File: src/rtl/rom_arbiter_pkg.sv
// Shared widths, encodings and defaults for the instruction-ROM arbiter.
// Imported by rom_arbiter and rom_arb_grant.
package rom_arbiter_pkg;

  localparam int INST_ADDR_WIDTH    = 32;
  localparam int INST_DATA_WIDTH    = 32;
  localparam int ROM_LAT_DEFAULT    = 0;
  localparam int MAX_STARVE_DEFAULT = 4;

  // Counter widths cover the legal ranges 0..7 (latency) and 1..15 (starvation).
  localparam int LAT_W    = 3;
  localparam int STARVE_W = 4;

  typedef enum logic {
    ARB_IDLE   = 1'b0,
    ARB_ACCESS = 1'b1
  } arb_state_e;

  typedef enum logic {
    OWN_IF = 1'b0,
    OWN_LS = 1'b1
  } owner_e;

  function automatic logic [STARVE_W-1:0] starve_sat_inc(
    input logic [STARVE_W-1:0] cnt,
    input int                  max_cnt
  );
    return (cnt >= STARVE_W'(max_cnt)) ? STARVE_W'(max_cnt) : cnt + 1'b1;
  endfunction

endpackage

File: src/rtl/rom_arb_grant.sv
// Combinational grant decision: LS has priority unless IF has been starved
// for MAX_STARVE consecutive contended grants.
module rom_arb_grant
  import rom_arbiter_pkg::*;
#(
  parameter int MAX_STARVE = MAX_STARVE_DEFAULT
) (
  input  logic                if_valid_i,
  input  logic                ls_valid_i,
  input  logic [STARVE_W-1:0] starve_cnt_i,
  output logic                grant_if_o,
  output logic                grant_ls_o
);

  logic if_forced;

  assign if_forced  = if_valid_i && (starve_cnt_i == STARVE_W'(MAX_STARVE));
  assign grant_if_o = if_valid_i && (!ls_valid_i || if_forced);
  assign grant_ls_o = ls_valid_i && !if_forced;

endmodule

File: src/rtl/rom_arbiter.sv
// Shares one single-port instruction ROM between the IF fetch port and the
// LS read port; one access in flight, response routed back to its owner.
module rom_arbiter
  import rom_arbiter_pkg::*;
#(
  parameter int ADDR_W     = INST_ADDR_WIDTH,
  parameter int DATA_W     = INST_DATA_WIDTH,
  parameter int ROM_LAT    = ROM_LAT_DEFAULT,
  parameter int MAX_STARVE = MAX_STARVE_DEFAULT
) (
  input  logic              clk,
  input  logic              rst,
  input  logic              if_req_valid,
  input  logic [ADDR_W-1:0] if_req_addr,
  output logic              if_req_ready,
  output logic              if_rsp_valid,
  output logic [DATA_W-1:0] if_rsp_data,
  input  logic              ls_req_valid,
  input  logic [ADDR_W-1:0] ls_req_addr,
  output logic              ls_req_ready,
  output logic              ls_rsp_valid,
  output logic [DATA_W-1:0] ls_rsp_data,
  output logic              rom_ce,
  output logic [ADDR_W-1:0] rom_addr,
  input  logic [DATA_W-1:0] rom_data,
  output logic              arb_busy
);

  arb_state_e          state_q;
  owner_e              owner_q;
  logic [LAT_W-1:0]    lat_cnt_q;
  logic [STARVE_W-1:0] starve_cnt_q, starve_cnt_d;
  logic                rom_ce_q;
  logic [ADDR_W-1:0]   rom_addr_q;
  logic                if_rsp_valid_q, ls_rsp_valid_q;
  logic [DATA_W-1:0]   if_rsp_data_q, ls_rsp_data_q;
  logic                grant_if, grant_ls, idle;

  assign idle = (state_q == ARB_IDLE);

  rom_arb_grant #(.MAX_STARVE(MAX_STARVE)) u_grant (
    .if_valid_i   (if_req_valid),
    .ls_valid_i   (ls_req_valid),
    .starve_cnt_i (starve_cnt_q),
    .grant_if_o   (grant_if),
    .grant_ls_o   (grant_ls)
  );

  // Ready is gated by rst so every output reads 0 while reset is held.
  assign if_req_ready = !rst && idle && grant_if;
  assign ls_req_ready = !rst && idle && grant_ls;

  // NOTE: every variable assigned in always_comb gets a default first, so no latch is inferred.
  always_comb begin
    starve_cnt_d = starve_cnt_q;
    if (idle) begin
      if (grant_ls && if_req_valid) starve_cnt_d = starve_sat_inc(starve_cnt_q, MAX_STARVE);
      else                          starve_cnt_d = '0;
    end
  end

  // NOTE: sequential state uses non-blocking assignments only, so every flop samples pre-edge values.
  always_ff @(posedge clk or posedge rst) begin
    if (rst) begin
      state_q        <= ARB_IDLE;
      owner_q        <= OWN_IF;
      lat_cnt_q      <= '0;
      starve_cnt_q   <= '0;
      rom_ce_q       <= 1'b0;
      rom_addr_q     <= '0;
      if_rsp_valid_q <= 1'b0;
      ls_rsp_valid_q <= 1'b0;
      if_rsp_data_q  <= '0;
      ls_rsp_data_q  <= '0;
    end else begin
      starve_cnt_q   <= starve_cnt_d;
      if_rsp_valid_q <= 1'b0;
      ls_rsp_valid_q <= 1'b0;
      case (state_q)
        ARB_IDLE: begin
          if (grant_if || grant_ls) begin
            state_q    <= ARB_ACCESS;
            owner_q    <= grant_ls ? OWN_LS : OWN_IF;
            rom_addr_q <= grant_ls ? ls_req_addr : if_req_addr;
            lat_cnt_q  <= LAT_W'(ROM_LAT);
            rom_ce_q   <= 1'b1;
          end
        end
        ARB_ACCESS: begin
          if (lat_cnt_q != '0) begin
            lat_cnt_q <= lat_cnt_q - 1'b1;
          end else begin
            state_q  <= ARB_IDLE;
            rom_ce_q <= 1'b0;
            if (owner_q == OWN_LS) begin
              ls_rsp_data_q  <= rom_data;
              ls_rsp_valid_q <= 1'b1;
            end else begin
              if_rsp_data_q  <= rom_data;
              if_rsp_valid_q <= 1'b1;
            end
          end
        end
        default: state_q <= ARB_IDLE;
      endcase
    end
  end

  assign if_rsp_valid = if_rsp_valid_q;
  assign if_rsp_data  = if_rsp_data_q;
  assign ls_rsp_valid = ls_rsp_valid_q;
  assign ls_rsp_data  = ls_rsp_data_q;
  assign rom_ce       = rom_ce_q;
  assign rom_addr     = rom_addr_q;
  assign arb_busy     = (state_q == ARB_ACCESS);

endmodule

File: config.mk
export PLATFORM = sky130hd
export DESIGN_NAME = rom_arbiter
export DESIGN_NICKNAME = d
export VERILOG_FILES = /design/src/rtl/rom_arbiter_pkg.sv /design/src/rtl/rom_arb_grant.sv /design/src/rtl/rom_arbiter.sv
export SDC_FILE = /design/constraint.sdc
export NUM_CORES = 1
export LEC_CHECK = 0
export CORE_MARGIN = 1.5
export CORE_UTILIZATION = 30
export CTS_BUF_LIST = sky130_fd_sc_hd__clkbuf_2 sky130_fd_sc_hd__clkbuf_4 sky130_fd_sc_hd__clkbuf_8
export DETAILED_ROUTE_END_ITERATION = 8
export GPL_TIMING_DRIVEN = 0
export HOLD_SLACK_MARGIN = 0.06
export PLACE_DENSITY = 0.75
export SYNTH_ARGS = -nofsm -noshare
export SYNTH_HDL_FRONTEND = slang
export SYNTH_SLANG_ARGS = --single-unit
File: constraint.sdc
create_clock -name clk -period 3 [get_ports clk]
set_input_delay 0.3 -clock clk [delete_from_list [all_inputs] [get_ports clk]]
set_output_delay 0.3 -clock clk [all_outputs]
set_load 0.02 [all_outputs]
# ---- Yosys cells after proc, flatten, opt, wreduce, memory -nomap -nowiden
# Cells that the tools add are included.
dict set report word_totals {
  output_inout_bits 102
  in_bits 100
  ff_bits 108
}
dict set report classes {
  n_reduce_logical 18
  mux 19
  eq_ne 4
  n_bitwise 3
  n_lt_le_gt_ge 1
  add_sub_neg 2
}
# op n
set ops {}
lappend ops {{32-bit two-way mux} 1}
lappend ops {{1-bit two-way mux} 11}
lappend ops {{4-bit two-way mux} 2}
lappend ops {{1-bit logical AND} 7}
lappend ops {{3-bit two-way mux} 2}
lappend ops {{3-bit one-hot mux with 2 select lines} 1}
lappend ops {{2-bit AND reduction} 3}
lappend ops {{3-bit AND reduction} 2}
lappend ops {{4-bit by 1-bit adder with 4-bit output, second input constant} 1}
lappend ops {{4-bit by 3-bit equality test with 1-bit output, second input constant} 1}
lappend ops {{4-bit by 3-bit >= comparator with 1-bit output, second input constant} 1}
lappend ops {{2-bit by 1-bit inequality test with 1-bit output, second input constant} 2}
lappend ops {{1-bit one-hot mux with 2 select lines} 2}
lappend ops {{1-bit logical NOT} 3}
lappend ops {{1-bit NOT} 3}
lappend ops {{3-bit nonzero test} 1}
lappend ops {{3-bit by 1-bit subtractor with 3-bit output, second input constant} 1}
lappend ops {{1-bit logical OR} 2}
lappend ops {{2-bit inequality test, second input constant} 1}

# ---- Depth between registers and ports, before layout
# Gate-level depths: netlist of the first run.
dict set report depth {
  word_depth 7
  ltp_mapped 6
}

# ---- Modules after synthesis
# From an unflattened synthesis of the first run, not the netlist that was laid out.
dict set report hier_totals {
  hier_cells 334
  area_unflattened_um2 4478.0
}
# module cells_per_inst n_inst area_per_inst_um2 seq_area_each_um2
set modules_own_cells {}
lappend modules_own_cells {rom_arbiter 330 1 4438.0 2702.6}
lappend modules_own_cells {rom_arb_grant 4 1 40.0 0.0}

# ---- Worst setup path before layout of the first run
# Ideal clock, no wire load.
dict set report synth_timing {
  kind {register to output}
  start {reg state_q (netlist: arb_busy)}
  end {out ls_req_ready}
  arrival_time_ps 1337
  stages_incl_launch_ff 4
  slack_ps 1363
  path_cell_list {dfrtp_1 -> buf_4 -> clkbuf_1 -> nor3_1}
}
dict set report synth_between {
  elab_chain_len 3
}
# item line
set synth_rtl {}
lappend synth_rtl {{start, declared} rom_arbiter.sv:29} ;# arb_state_e state_q;
lappend synth_rtl {{start signal, assigned} rom_arbiter.sv:65} ;# state_q <= ARB_IDLE;
lappend synth_rtl {{start signal, assigned} rom_arbiter.sv:82} ;# state_q <= ARB_ACCESS;
lappend synth_rtl {{start signal, assigned} rom_arbiter.sv:93} ;# state_q <= ARB_IDLE;
lappend synth_rtl {{1-bit NOT (no source line)} n/a}
lappend synth_rtl {{1-bit logical AND (2 in a row)} rom_arbiter.sv:51} ;# assign ls_req_ready = !rst && idle && grant_ls;
lappend synth_rtl {{end, declared} rom_arbiter.sv:20} ;# output logic ls_req_ready,
# No other way between the ends.

# ---- Worst setup path after layout of the first run
dict set report layout_timing {
  start {reg starve_cnt_q[0]}
  end {out if_req_ready}
}
dict set report layout_between {
  elab_chain_len 5
}
# item line
set layout_rtl {}
lappend layout_rtl {{start, declared} rom_arbiter.sv:32} ;# logic [STARVE_W-1:0] starve_cnt_q, starve_cnt_d;
lappend layout_rtl {{start signal, assigned} rom_arbiter.sv:76} ;# starve_cnt_q <= starve_cnt_d;
lappend layout_rtl {{4-bit by 3-bit equality test with 1-bit output} rom_arb_grant.sv:17} ;# assign if_forced = if_valid_i && (starve_cnt_i == STARVE_W'(MAX_STARVE));
lappend layout_rtl {{1-bit logical AND} rom_arb_grant.sv:17}
lappend layout_rtl {{1-bit logical OR} rom_arb_grant.sv:18} ;# assign grant_if_o = if_valid_i && (!ls_valid_i || if_forced);
lappend layout_rtl {{1-bit logical AND} rom_arb_grant.sv:18}
lappend layout_rtl {{1-bit logical AND} rom_arbiter.sv:50} ;# assign if_req_ready = !rst && idle && grant_if;
lappend layout_rtl {{end, declared} rom_arbiter.sv:15} ;# output logic if_req_ready,
# No other way between the ends.

==> results.py, run 1 <==
metrics = {
    "detailed_routing": {
        "ant_nets": 0,
        "drtIter0Drc": 176,
        "vias": 3767,
        "firstDrtPassIters": 6,
        "wl_per_cell_um": 16.6,
        "drc": 15,
        "vias_per_cell": 5.02,
        "drt_wl_total_um": 12500,
    },
    "die": {
        "dieArea_um2": 15900,
        "rows": 44,
        "core_area_um2": 14600,
        "die_x_um": 126,
        "start_util": 0.310,
        "fp.dieH_um": 126,
        "num_io_pins": 202,
    },
    "clocking": {
        "hold_buffers": 0,
        "clkSinkCount": 108,
        "clock_latency_ps": 380,
        "post_cts_buffers": 0,
        "cts.clk_slew.worst_paths_ps": 100,
        "cts_buffer_depth": 2,
        "cts_tree": "built",
        "htree_num_levels": 3,
        "ctsResizeCount": 0,
        "cts_inserted_buffers": 9,
        "cts_root_buf": "clkbuf_8",
    },
    "final_layout": {
        "layout.cells.non_filler": 750,
        "multiInputGateArea_um2": 1670,
        "nets": 665,
        "antennaDiodeCount": 0,
        "regArea_um2": 2700,
        "nFillCells": 1288,
        "syn_to_final_growth_pct": 55.3,
        "drive_gt1_frac": 0.124,
    },
    "timing": {
        "post-route-min-period_ps": 2580,
        "setup_viol_count_final": 0,
        "slew_headroom": 0.626,
        "whs_ps": 312,
        "drv_slew": 0,
        "hold_violations": 0,
        "timing.fmax_ghz": 0.387,
        "period_share": 0.861,
        "tns_ps": 0,
        "tightestPinTransition_ps": 559,
        "setup_slack_ps": 417,
        "rsz0062_at_grt": "no",
        "fin_skew_ps": 12.4,
    },
    "placement": {
        "dpl.cell_count": 734,
        "globalplace.congestion": 0.767,
        "dp_slack_ps": 653,
        "io_buffers": 200,
        "place_hpwl_um": 9200,
    },
    "global_route": {
        "antenna_found_initial": 0,
        "grt_overflow": 0,
        "grtUsageTotal": 0.158,
        "grt_max_degree": 39,
        "first_global_vias": 3988,
        "grt_pass1_wl_um": 20100,
    },
    "power": {
        "peakVddDrop_v": 0.000510,
        "report.power.total_w": 0.00752,
        "p_per_area_nw_per_um2": 1070,
        "leakage_nw": 2.88,
    },
    "synth": {
        "ys_seq_elements": 108,
        "yosysTopAreaCell": "dfrtp_1",
        "yosys-top-cells-count": "dfrtp_1 (108), o21ai_0 (38), mux2_1 (36), a31oi_1 (33), a2bb2oi_1 (32)",
        "syn_inst": 347,
        "async_flop_share": 1.00,
        "syn_nets": 451,
        "synth-edff-count": 0,
        "synth.most_common_cell": "dfrtp_1",
        "yosys_warnings": 0,
        "avgSynthCellArea_um2": 13.1,
        "synthTopCellsByArea": "dfrtp_1 (59%), mux2_1 (8.9%), mux2_2 (6.9%)",
        "seq_area_frac_synth": 0.594,
        "netlist.area_leader.share": 0.594,
        "synth_cell_types": 32,
        "synth_flop_cell": "dfrtp_1",
        "synthesis.area_um2": 4550,
    },
    "status": {
        "status": "complete, but fails checks",
        "violations": "design-rule violations",
    },
    "worst_setup_path": {
        "r2r_start": "lat_cnt_q[0]",
        "cp_max_fo": 8,
        "crit_type": "flip-flop to output port",
        "rr_worst_depth": 6,
        "worstSetupStartpointType": "flip-flop",
        "worstPathArrival_ps": 2280,
        "critPathLaunch": "starve_cnt_q[0]",
        "worst_setup_path_end_kind": "output port",
        "crit_required_ps": 2700,
    },
    "min_path": {
        "hp-class": "primary input to flip-flop",
        "min-delay-start": "if_req_valid",
        "hold_path_depth": 3,
    },
    "run": {
        "cap_violations": 0,
    },
}
==> critical path, cell delays in order, from the launching register on <==
cell             delay, ps
dfrtp_1                430
inv_1                   80
ha_1                   180
nand4b_2               220
nand2_1                170
and3_1                 190
clkdlybuf4s50_1        630
==> routing by layer <==
metal  part of all wire  vias to the layer above  track usage
met5                  0                        -            0
li1                   -                     1714            -
met3              0.088                       20       0.0484
met4              0.021                        0       0.0717
met2               0.46                      192        0.263
met1               0.43                     1841        0.189
==> stage by stage <==
step / instance area [um^2] / util
after CTS: 7060 / 0.482
after floorplan: 4550 / -
after global placement: 6780 / 0.463
after detailed placement: 6850 / 0.468
final: 7060 / 0.482
after global routing: 7060 / 0.482
==> placed cells by master, fill, tap and decap left out, drive strengths merged, types with 3 or more instances in the layout <==
| cell | count |
|---|---|
| nand4b | 3 |
| o21ai | 38 |
| clkdlybuf4s50 | 200 |
| ha | 4 |
| buf | 21 |
| clkbuf | 21 |
| inv | 9 |
| a2bb2oi | 32 |
| nand2 | 7 |
| nor2 | 4 |
| a31oi | 33 |
| dfrtp | 108 |
| mux2 | 64 |
==> flip-flops by register name, summed over array words and instances (netlist names), 3 cells and up <==
name and flops:
starve_cnt_q 4, ls_rsp_data 32, rom_addr 32, lat_cnt_q 3, if_rsp_data 32
==> power by group <==
part	total, W	internal (W)	switching (W)	leakage, nW
Clock	0.000948	0.000435	0.000513	0.110
Sequential	0.00258	0.00218	0.000396	1.26
Combinational	0.00399	0.00210	0.00189	1.51
Total	0.00752	0.00472	0.00280	2.88
==> worst paths after layout <==
check | endpoint | slack, ps
worst max register to register | if_rsp_data[11] | 1090
worst min register to register | if_rsp_data[12] | 490
worst min-delay path | rom_ce | 310
min in group asynchronous | starve_cnt_q[3] | 360
max in group asynchronous | if_rsp_data[23] | 2070
worst max-delay path | if_req_ready | 420
==> final cells by class <==
type | instances | share of cell area
Clock inverter | 5 | 0.00815
Multi-Input combinational cell | 203 | 0.236
Clock buffer | 11 | 0.0214
Buffer | 28 | 0.0211
Tap cell | 184 | 0.0326
Timing Repair Buffer | 203 | 0.293
Inverter | 8 | 0.00479
Sequential cell | 108 | 0.383
==> kinds of logic (layout without fill, tap and decap cells) <==
kind of cell               count (synthesis)  after routing  share of synthesized area
muxes                                     64             64                      0.159
AOI/OAI and AO/OA                        109            109                      0.159
DFF                                      108            108                      0.594
and+or+nand+nor                           26             26                     0.0383
buffers and inverters                     36            255                     0.0394
adders and majority gates                  4              4                     0.0110
Power figures use the tool's default switching activity.
==> run 2: changes to the inputs <==
--- a/config.mk
+++ b/config.mk
@@ -12,6 +12,7 @@
 export GPL_TIMING_DRIVEN = 0
 export HOLD_SLACK_MARGIN = 0.06
 export PLACE_DENSITY = 0.75
+export SETUP_SLACK_MARGIN = 0.2
 export SYNTH_ARGS = -nofsm -noshare
 export SYNTH_HDL_FRONTEND = slang
 export SYNTH_SLANG_ARGS = --single-unit
==> results of run 2 <==
Final layout, timing and power as in run 1 (identical DEF).
